**src/rtl/mem_access_ctrl_if.sv**
```systemverilog
// -----------------------------------------------------------------------------
// mem_access_ctrl_if
// Handshake and strobe bundle between the control unit / memory port (master
// side) and the memory access sequencer (slave side).
//
// Signals:
//   req, we    control unit -> sequencer : access request and type (1 = write)
//   mem_ready  memory -> sequencer       : access completion
//   MARin      sequencer -> MAR          : load MAR from BusMuxOut
//   MDRin      sequencer -> MDR          : load MDR
//   Read       sequencer -> MDR mux      : 1 = Mdatain, 0 = BusMuxOut
//   mem_rd     sequencer -> memory       : read strobe
//   mem_wr     sequencer -> memory       : write strobe
//   busy       sequencer -> control unit : access in progress
//   done, err  sequencer -> control unit : one-cycle completion / timeout
// -----------------------------------------------------------------------------
interface mem_access_ctrl_if;
  logic req;
  logic we;
  logic mem_ready;
  logic MARin;
  logic MDRin;
  logic Read;
  logic mem_rd;
  logic mem_wr;
  logic busy;
  logic done;
  logic err;

  modport master (
    output req, we, mem_ready,
    input  MARin, MDRin, Read, mem_rd, mem_wr, busy, done, err
  );

  modport slave (
    input  req, we, mem_ready,
    output MARin, MDRin, Read, mem_rd, mem_wr, busy, done, err
  );
endinterface

```
**src/rtl/mem_access_ctrl.sv**
```systemverilog
// -----------------------------------------------------------------------------
// mem_access_ctrl
// Memory access sequencer for the Mini-SRC datapath. Accepts a one-cycle
// read/write request, drives the MAR/MDR load controls and the memory strobes,
// waits for mem_ready for at most TIMEOUT cycles and reports done or err.
//
// Parameters:
//   TIMEOUT  maximum cycles in a wait state (1 .. 2**CW-1)
//   CW       wait-counter width
//
// Ports:
//   clock    system clock, rising edge
//   clear    asynchronous active-low reset
//   bus      mem_access_ctrl_if.slave (req/we/mem_ready in, controls out)
// -----------------------------------------------------------------------------
module mem_access_ctrl #(
  parameter int TIMEOUT = 15,
  parameter int CW      = 4
) (
  input  logic             clock,
  input  logic             clear,
  mem_access_ctrl_if.slave bus
);

  typedef enum logic [2:0] {
    S_IDLE,
    S_ADDR,
    S_RD_WAIT,
    S_RD_LATCH,
    S_WR_LOAD,
    S_WR_WAIT,
    S_DONE,
    S_ERR
  } state_t;

  // Last legal counter value; reaching it with mem_ready low ends the wait.
  localparam logic [CW-1:0] LP_LAST = CW'(TIMEOUT - 1);

  state_t        r_state;
  state_t        w_state_next;
  logic [CW-1:0] r_cnt;
  logic          r_is_wr;

  logic w_in_wait;
  logic w_enter_wait;
  logic w_timeout;

  assign w_in_wait    = (r_state == S_RD_WAIT) || (r_state == S_WR_WAIT);
  // Both wait states are entered from exactly one predecessor each.
  assign w_enter_wait = ((r_state == S_ADDR) && !r_is_wr) || (r_state == S_WR_LOAD);
  // mem_ready has priority: a ready in the last allowed cycle completes.
  assign w_timeout    = (r_cnt == LP_LAST) && !bus.mem_ready;

  // NOTE: every output of a combinational block gets a default before the
  // case, so no path leaves a signal unassigned and no latch is inferred.
  always_comb begin
    w_state_next = r_state;
    unique case (r_state)
      S_IDLE:     if (bus.req) w_state_next = S_ADDR;
      S_ADDR:     w_state_next = r_is_wr ? S_WR_LOAD : S_RD_WAIT;
      S_RD_WAIT: begin
        if (bus.mem_ready)  w_state_next = S_RD_LATCH;
        else if (w_timeout) w_state_next = S_ERR;
      end
      S_RD_LATCH: w_state_next = S_DONE;
      S_WR_LOAD:  w_state_next = S_WR_WAIT;
      S_WR_WAIT: begin
        if (bus.mem_ready)  w_state_next = S_DONE;
        else if (w_timeout) w_state_next = S_ERR;
      end
      S_DONE:     w_state_next = S_IDLE;
      S_ERR:      w_state_next = S_IDLE;
      default:    w_state_next = S_IDLE;
    endcase
  end

  // NOTE: state registers use non-blocking assignments so every flop samples
  // the pre-edge values, independent of statement order.
  always_ff @(posedge clock or negedge clear) begin
    if (!clear) begin
      r_state <= S_IDLE;
      r_cnt   <= '0;
      r_is_wr <= 1'b0;
    end else begin
      r_state <= w_state_next;
      // Access type is captured only with an accepted request.
      if ((r_state == S_IDLE) && bus.req) r_is_wr <= bus.we;
      if (w_enter_wait) begin
        r_cnt <= '0;
      end else if (w_in_wait && !bus.mem_ready && !w_timeout) begin
        r_cnt <= r_cnt + 1'b1;
      end
    end
  end

  // Moore decode: outputs depend on the state register only, so the
  // asynchronous reset drives them all low without a clock edge.
  always_comb begin
    bus.MARin  = 1'b0;
    bus.MDRin  = 1'b0;
    bus.Read   = 1'b0;
    bus.mem_rd = 1'b0;
    bus.mem_wr = 1'b0;
    bus.busy   = (r_state != S_IDLE);
    bus.done   = 1'b0;
    bus.err    = 1'b0;
    unique case (r_state)
      S_IDLE:     ;
      S_ADDR:     bus.MARin = 1'b1;
      S_RD_WAIT: begin
        bus.mem_rd = 1'b1;
        bus.Read   = 1'b1;
      end
      S_RD_LATCH: begin
        bus.MDRin  = 1'b1;
        bus.Read   = 1'b1;
        bus.mem_rd = 1'b1;
      end
      S_WR_LOAD:  bus.MDRin  = 1'b1;  // Read=0 selects BusMuxOut
      S_WR_WAIT:  bus.mem_wr = 1'b1;
      S_DONE:     bus.done   = 1'b1;
      S_ERR:      bus.err    = 1'b1;
      default:    ;
    endcase
  end

endmodule

```
**src/flat_wrapper.sv**
```systemverilog
// flat-port wrapper written by rule: the top's interface ports become plain ports
module mem_access_ctrl_flat 
#(
  parameter int TIMEOUT = 15,
  parameter int CW      = 4
)
  (clock, clear, bus_req, bus_we, bus_mem_ready, bus_MARin, bus_MDRin, bus_Read, bus_mem_rd, bus_mem_wr, bus_busy, bus_done, bus_err);
  mem_access_ctrl_if bus_i ();
  input  logic clock;
  input  logic clear;
  input wire logic [$bits(bus_i.req)-1:0] bus_req;
  input wire logic [$bits(bus_i.we)-1:0] bus_we;
  input wire logic [$bits(bus_i.mem_ready)-1:0] bus_mem_ready;
  output wire logic [$bits(bus_i.MARin)-1:0] bus_MARin;
  output wire logic [$bits(bus_i.MDRin)-1:0] bus_MDRin;
  output wire logic [$bits(bus_i.Read)-1:0] bus_Read;
  output wire logic [$bits(bus_i.mem_rd)-1:0] bus_mem_rd;
  output wire logic [$bits(bus_i.mem_wr)-1:0] bus_mem_wr;
  output wire logic [$bits(bus_i.busy)-1:0] bus_busy;
  output wire logic [$bits(bus_i.done)-1:0] bus_done;
  output wire logic [$bits(bus_i.err)-1:0] bus_err;
  assign bus_i.req = bus_req;
  assign bus_i.we = bus_we;
  assign bus_i.mem_ready = bus_mem_ready;
  assign bus_MARin = bus_i.MARin;
  assign bus_MDRin = bus_i.MDRin;
  assign bus_Read = bus_i.Read;
  assign bus_mem_rd = bus_i.mem_rd;
  assign bus_mem_wr = bus_i.mem_wr;
  assign bus_busy = bus_i.busy;
  assign bus_done = bus_i.done;
  assign bus_err = bus_i.err;
  mem_access_ctrl #(.TIMEOUT(TIMEOUT), .CW(CW)) u_core (.clock(clock), .clear(clear), .bus(bus_i));
endmodule
```
**config.mk**
```make
export PLATFORM = sky130hd
export DESIGN_NAME = mem_access_ctrl_flat
export DESIGN_NICKNAME = d
export VERILOG_FILES = /design/src/rtl/mem_access_ctrl_if.sv /design/src/rtl/mem_access_ctrl.sv /design/src/flat_wrapper.sv
export SDC_FILE = /design/constraint.sdc
export NUM_CORES = 1
export LEC_CHECK = 0
export BUFFER_PORTS_ARGS = -buffer_cell sky130_fd_sc_hd__buf_2
export CAP_MARGIN = 20
export CELL_PAD_IN_SITES_DETAIL_PLACEMENT = 1
export CELL_PAD_IN_SITES_GLOBAL_PLACEMENT = 1
export CORE_UTILIZATION = 25
export CTS_CLUSTER_DIAMETER = 200
export DETAILED_ROUTE_END_ITERATION = 10
export PLACE_DENSITY_LB_ADDON = 0.1
export SLEW_MARGIN = 10
export SYNTH_ARGS = -nofsm -noshare
export SYNTH_HDL_FRONTEND = slang
export SYNTH_SLANG_ARGS = --single-unit
export TNS_END_PERCENT = 50
```
**constraint.sdc**
```tcl
create_clock -name clock -period 1.6 [get_ports clock]
set_input_delay 0.16 -clock clock [delete_from_list [all_inputs] [get_ports clock]]
set_output_delay 0.16 -clock clock [all_outputs]
set_load 0.01 [all_outputs]
```
==> summary.txt <==
Synth
  • Post-synth top area share: a little over a third
  • Synthesized flop and latch total: 8
  • Top cells by count, synth: 8 x dfrtp_1, 6 x nand3_1, 4 x mux2i_1, 4 x nand2_1
  • EDFF count, synth: 0
  • Post-Synthesis Cells: 55
  • Yosys cell types: 28
  • Synthesized area per cell: 10.2 µm²
  • Most frequent cell after synthesis: dfrtp_1
  • Area leader, netlist: dfrtp_1
  • Synth Flop Type: dfrtp_1
  • Asr flop ratio synth: 100%
  • Post-synthesis cell area: ~560 µm²
  • Largest family of logic cells by synthesized area: simple AND/OR/NAND/NOR gates
  • Xor/xnor cell area share of the yosys netlist: 0%
  • Ranking of synthesized cells by area: dfrtp_1 36%, mux2i_1 7.2%, nand3_1 5.4%
  • Compound-Gate Fraction of Synth Area: about an eighth
  • Post-Synth Adder-Cell Area: under 10%
  • Seq/Total Area, Yosys: between 30% and 40%
  • Synth warn: 0
  • Syn_nets: slightly above 60
  • Multiplexer area fraction after synthesis: under 10%
  • Post-synthesis simple-gate area fraction: slightly below 30%

Global route
  • Pin count of the biggest net entering global routing: 14
  • Antenna violations before repair: 0
  • First-pass GRT wire length: 2.14 mm
  • Vias in the first global route: between 400 and 500
  • Overall routing resource usage: between 10% and 20%
  • Global route total overflow: 0

Critical path
  • Max FO, Critical Path: 13
  • Critical path, cell by cell: or3b_4 -> nand2_1 -> buf_2
  • CP peak stage delay: between 0.4 and 0.5 ns
  • Crit path max-delay family: simple AND/OR/NAND/NOR gates
  • WS Path Type: reg -> out
  • CP Depth: 3
  • Worst reg2reg path depth: 4
  • Startpoint Class: flop
  • Worst Setup End Kind: output port
  • Buf+Inv Stages, Crit Path: 1
  • CP Data Arrival Time: between 1 and 1.5 ns
  • Worst reg2reg startpoint: u_core.r_cnt[1]$_DFFE_PN0P_
  • Crit path launch: u_core.r_state[1]$_DFFE_PN0P_
  • CP max-delay cell: dfrtp_2
  • Req. time, crit path: around 1.4 ns

Routing
  • Wire length per cell: ~13 µm
  • Routed Wire Length: about 1.2 mm
  • Number of vias per cell: 4.80
  • Number of DRC markers in iteration 0: 3
  • DRC Markers: 0
  • Drt pass-1 iters: 3
  • Antenna-violating nets left: 0
  • Via count: approximately 470

Pwr
  • Cell Pwr Density: 1750 nW/µm²
  • Flop pwr share: a little over a third
  • Sw Pwr: 0.000499 W
  • Net Sw Frac: a little over two fifths
  • Maximum vdd ir drop: 0.710 mV
  • Logic pwr share: 51.5%
  • Clock power share: between 10% and 20%
  • Power Internal: ~0.00068 W
  • Static leakage: roughly 0.34 nW

Timing
  • Final setup TNS: 0 ns
  • RSZ-0062 raised after global routing: false
  • Fin crit share: 95.9%
  • Crit path setup slack, layout: around 0.066 ns
  • Maximum clock rate: around 650 MHz
  • Final setup fails: 0
  • Slew @ Worst Pin: 0.290 ns
  • Slew HR: 80.6%
  • Final Hold Viols: 0
  • Post-layout min period: around 1.5 ns
  • Skew final: around 0.0016 ns
  • Max-slew violations: 0

Cells and area
  • Final net count: a little under 80
  • Filler instances: approximately 250
  • Share of cells above drive strength 1: between 40% and 50%
  • Antenna fix cells: 0
  • Finished Cell Area: approximately 670 µm²
  • Area delta synth->final: 20.6%

Job
  • Number of max-cap violations: 0

Placed design
  • Placed cell areas: 638 µm²
  • Port Buffer Count: 12
  • Pre-CTS setup slack: about 0.17 ns
  • GPL Wtd Cong: roughly 0.65
  • DP HPWL: 960 µm

Run status
  • Outcome: finished, final reports clean

Die
  • Die area: between 2000 and 2500 µm²
  • Chip Width: between 40 and 50 µm
  • Ports: 13
  • Rows: 16
  • Initial Util: roughly 27%
  • Core ar.: 2040 µm²
  • Die Y: 49.3 µm

Clock network
  • H-tree depth: 1
  • Clock Tree Buf Depth: 2
  • Post-CTS setup buffer count: 0
  • CTS buffer count: 3
  • Clock tree root buffer cell: clkbuf_4
  • Worst skew pair latency: 0.25 ns
  • Clk sinks: 8
  • CTS tree: built
  • CTS clk-pin slew, worst paths: 0.05 ns

Worst hold path
  • HP Class: in -> reg
  • WHS Path Cells: 2
  • Hold Startpoint: bus_we
layout by cell type, fill, tap and decap left out, types with 2 or more instances in the layout:
master,instances
buf_2,12
nand3_1,6
dfrtp_1,5
nand2_1,4
mux2i_1,4
inv_1,3
o21ai_1,3
clkbuf_4,3
buf_4,3
dfrtp_2,3
and3_1,2
o211ai_1,2
ha_1,2
flip-flops by register name (all words and copies together) (netlist names):
| register | flops |
|---|---|
| u_core.r_state | 3 |
| u_core.r_is_wr | 1 |
| u_core.r_cnt | 4 |
cell families after synthesis:
family	count (synthesis)
AO/OA/AOI/OAI	10
buffers and inverters	7
AND/OR/NAND/NOR	23
multiplexers	5
flip-flops	8
adder cells (fa/ha/maj)	2
power by group through the flow:
stage | logic, W | clock network (W) | registers [W]
floorplan | 0.000533 | 0 | 0.000338
global placement | 0.000608 | 0 | 0.000413
detailed placement | 0.000616 | 0 | 0.000415
CTS | 0.000619 | 0.000163 | 0.000409
global route | 0.000683 | 0.000170 | 0.000441
finish | 0.000610 | 0.000155 | 0.000418
per-layer routing:
metal / up-vias / part of all wire [%] / global-route usage (%)
li1: 227 / - / -
met1: 226 / 52 / 16.6
met2: 9 / 41 / 16.2
met3: 4 / 3.1 / 2.18
met4: 0 / 3.7 / 11.8
met5: - / 0 / 0
worst paths after layout:
path	endpoint	slack [ns]
worst max-delay path	bus_MDRin	0.07
worst min-delay path	u_core.r_is_wr$_DFFE_PN0P_	0.15
worst max register to register	u_core.r_cnt[3]$_DFFE_PN0P_	0.17
worst min register to register	u_core.r_cnt[3]$_DFFE_PN0P_	0.54
max in group asynchronous	u_core.r_state[2]$_DFFE_PN0P_	1.13
min in group asynchronous	u_core.r_cnt[3]$_DFFE_PN0P_	0.28
final cells by class:
type	count	area, µm²	share of cell area [%]
clock buffers	3	22.5	3.34
inverters	3	11.3	1.67
multi-input cells	40	310	46.0
flip-flops and latches	8	204	30.2
well taps	27	33.8	5.01
repair buffers	16	92.6	13.7
worst register-to-register path, stage by stage, from the launching register on:
cell and delay [ns]:
dfrtp_1 0.41, ha_1 0.24, a31oi_2 0.32, o211ai_1 0.18, mux2i_1 0.16
stage by stage:
step	hold WS [ns]	util, %	total power (W)	std cells
after global routing	0.152	33.0	0.00129	97
after CTS	0.147	32.8	0.00119	97
after detailed placement	0.0137	31.3	0.00103	93
after global placement	0.0179	31.3	0.00102	93
after floorplan	-0.136	-	0.000871	55
final	0.148	33.0	0.00118	97
timing repair:
| item | CTS | global route |
|---|---|---|
| setup endpoints to repair | 0 | 1 |
| endpoints found under the hold margin | 8 | 0 |
| hold buffers | 1 | 0 |
| resized for setup | 0 | 3 |
Power figures use the tool's default switching activity.
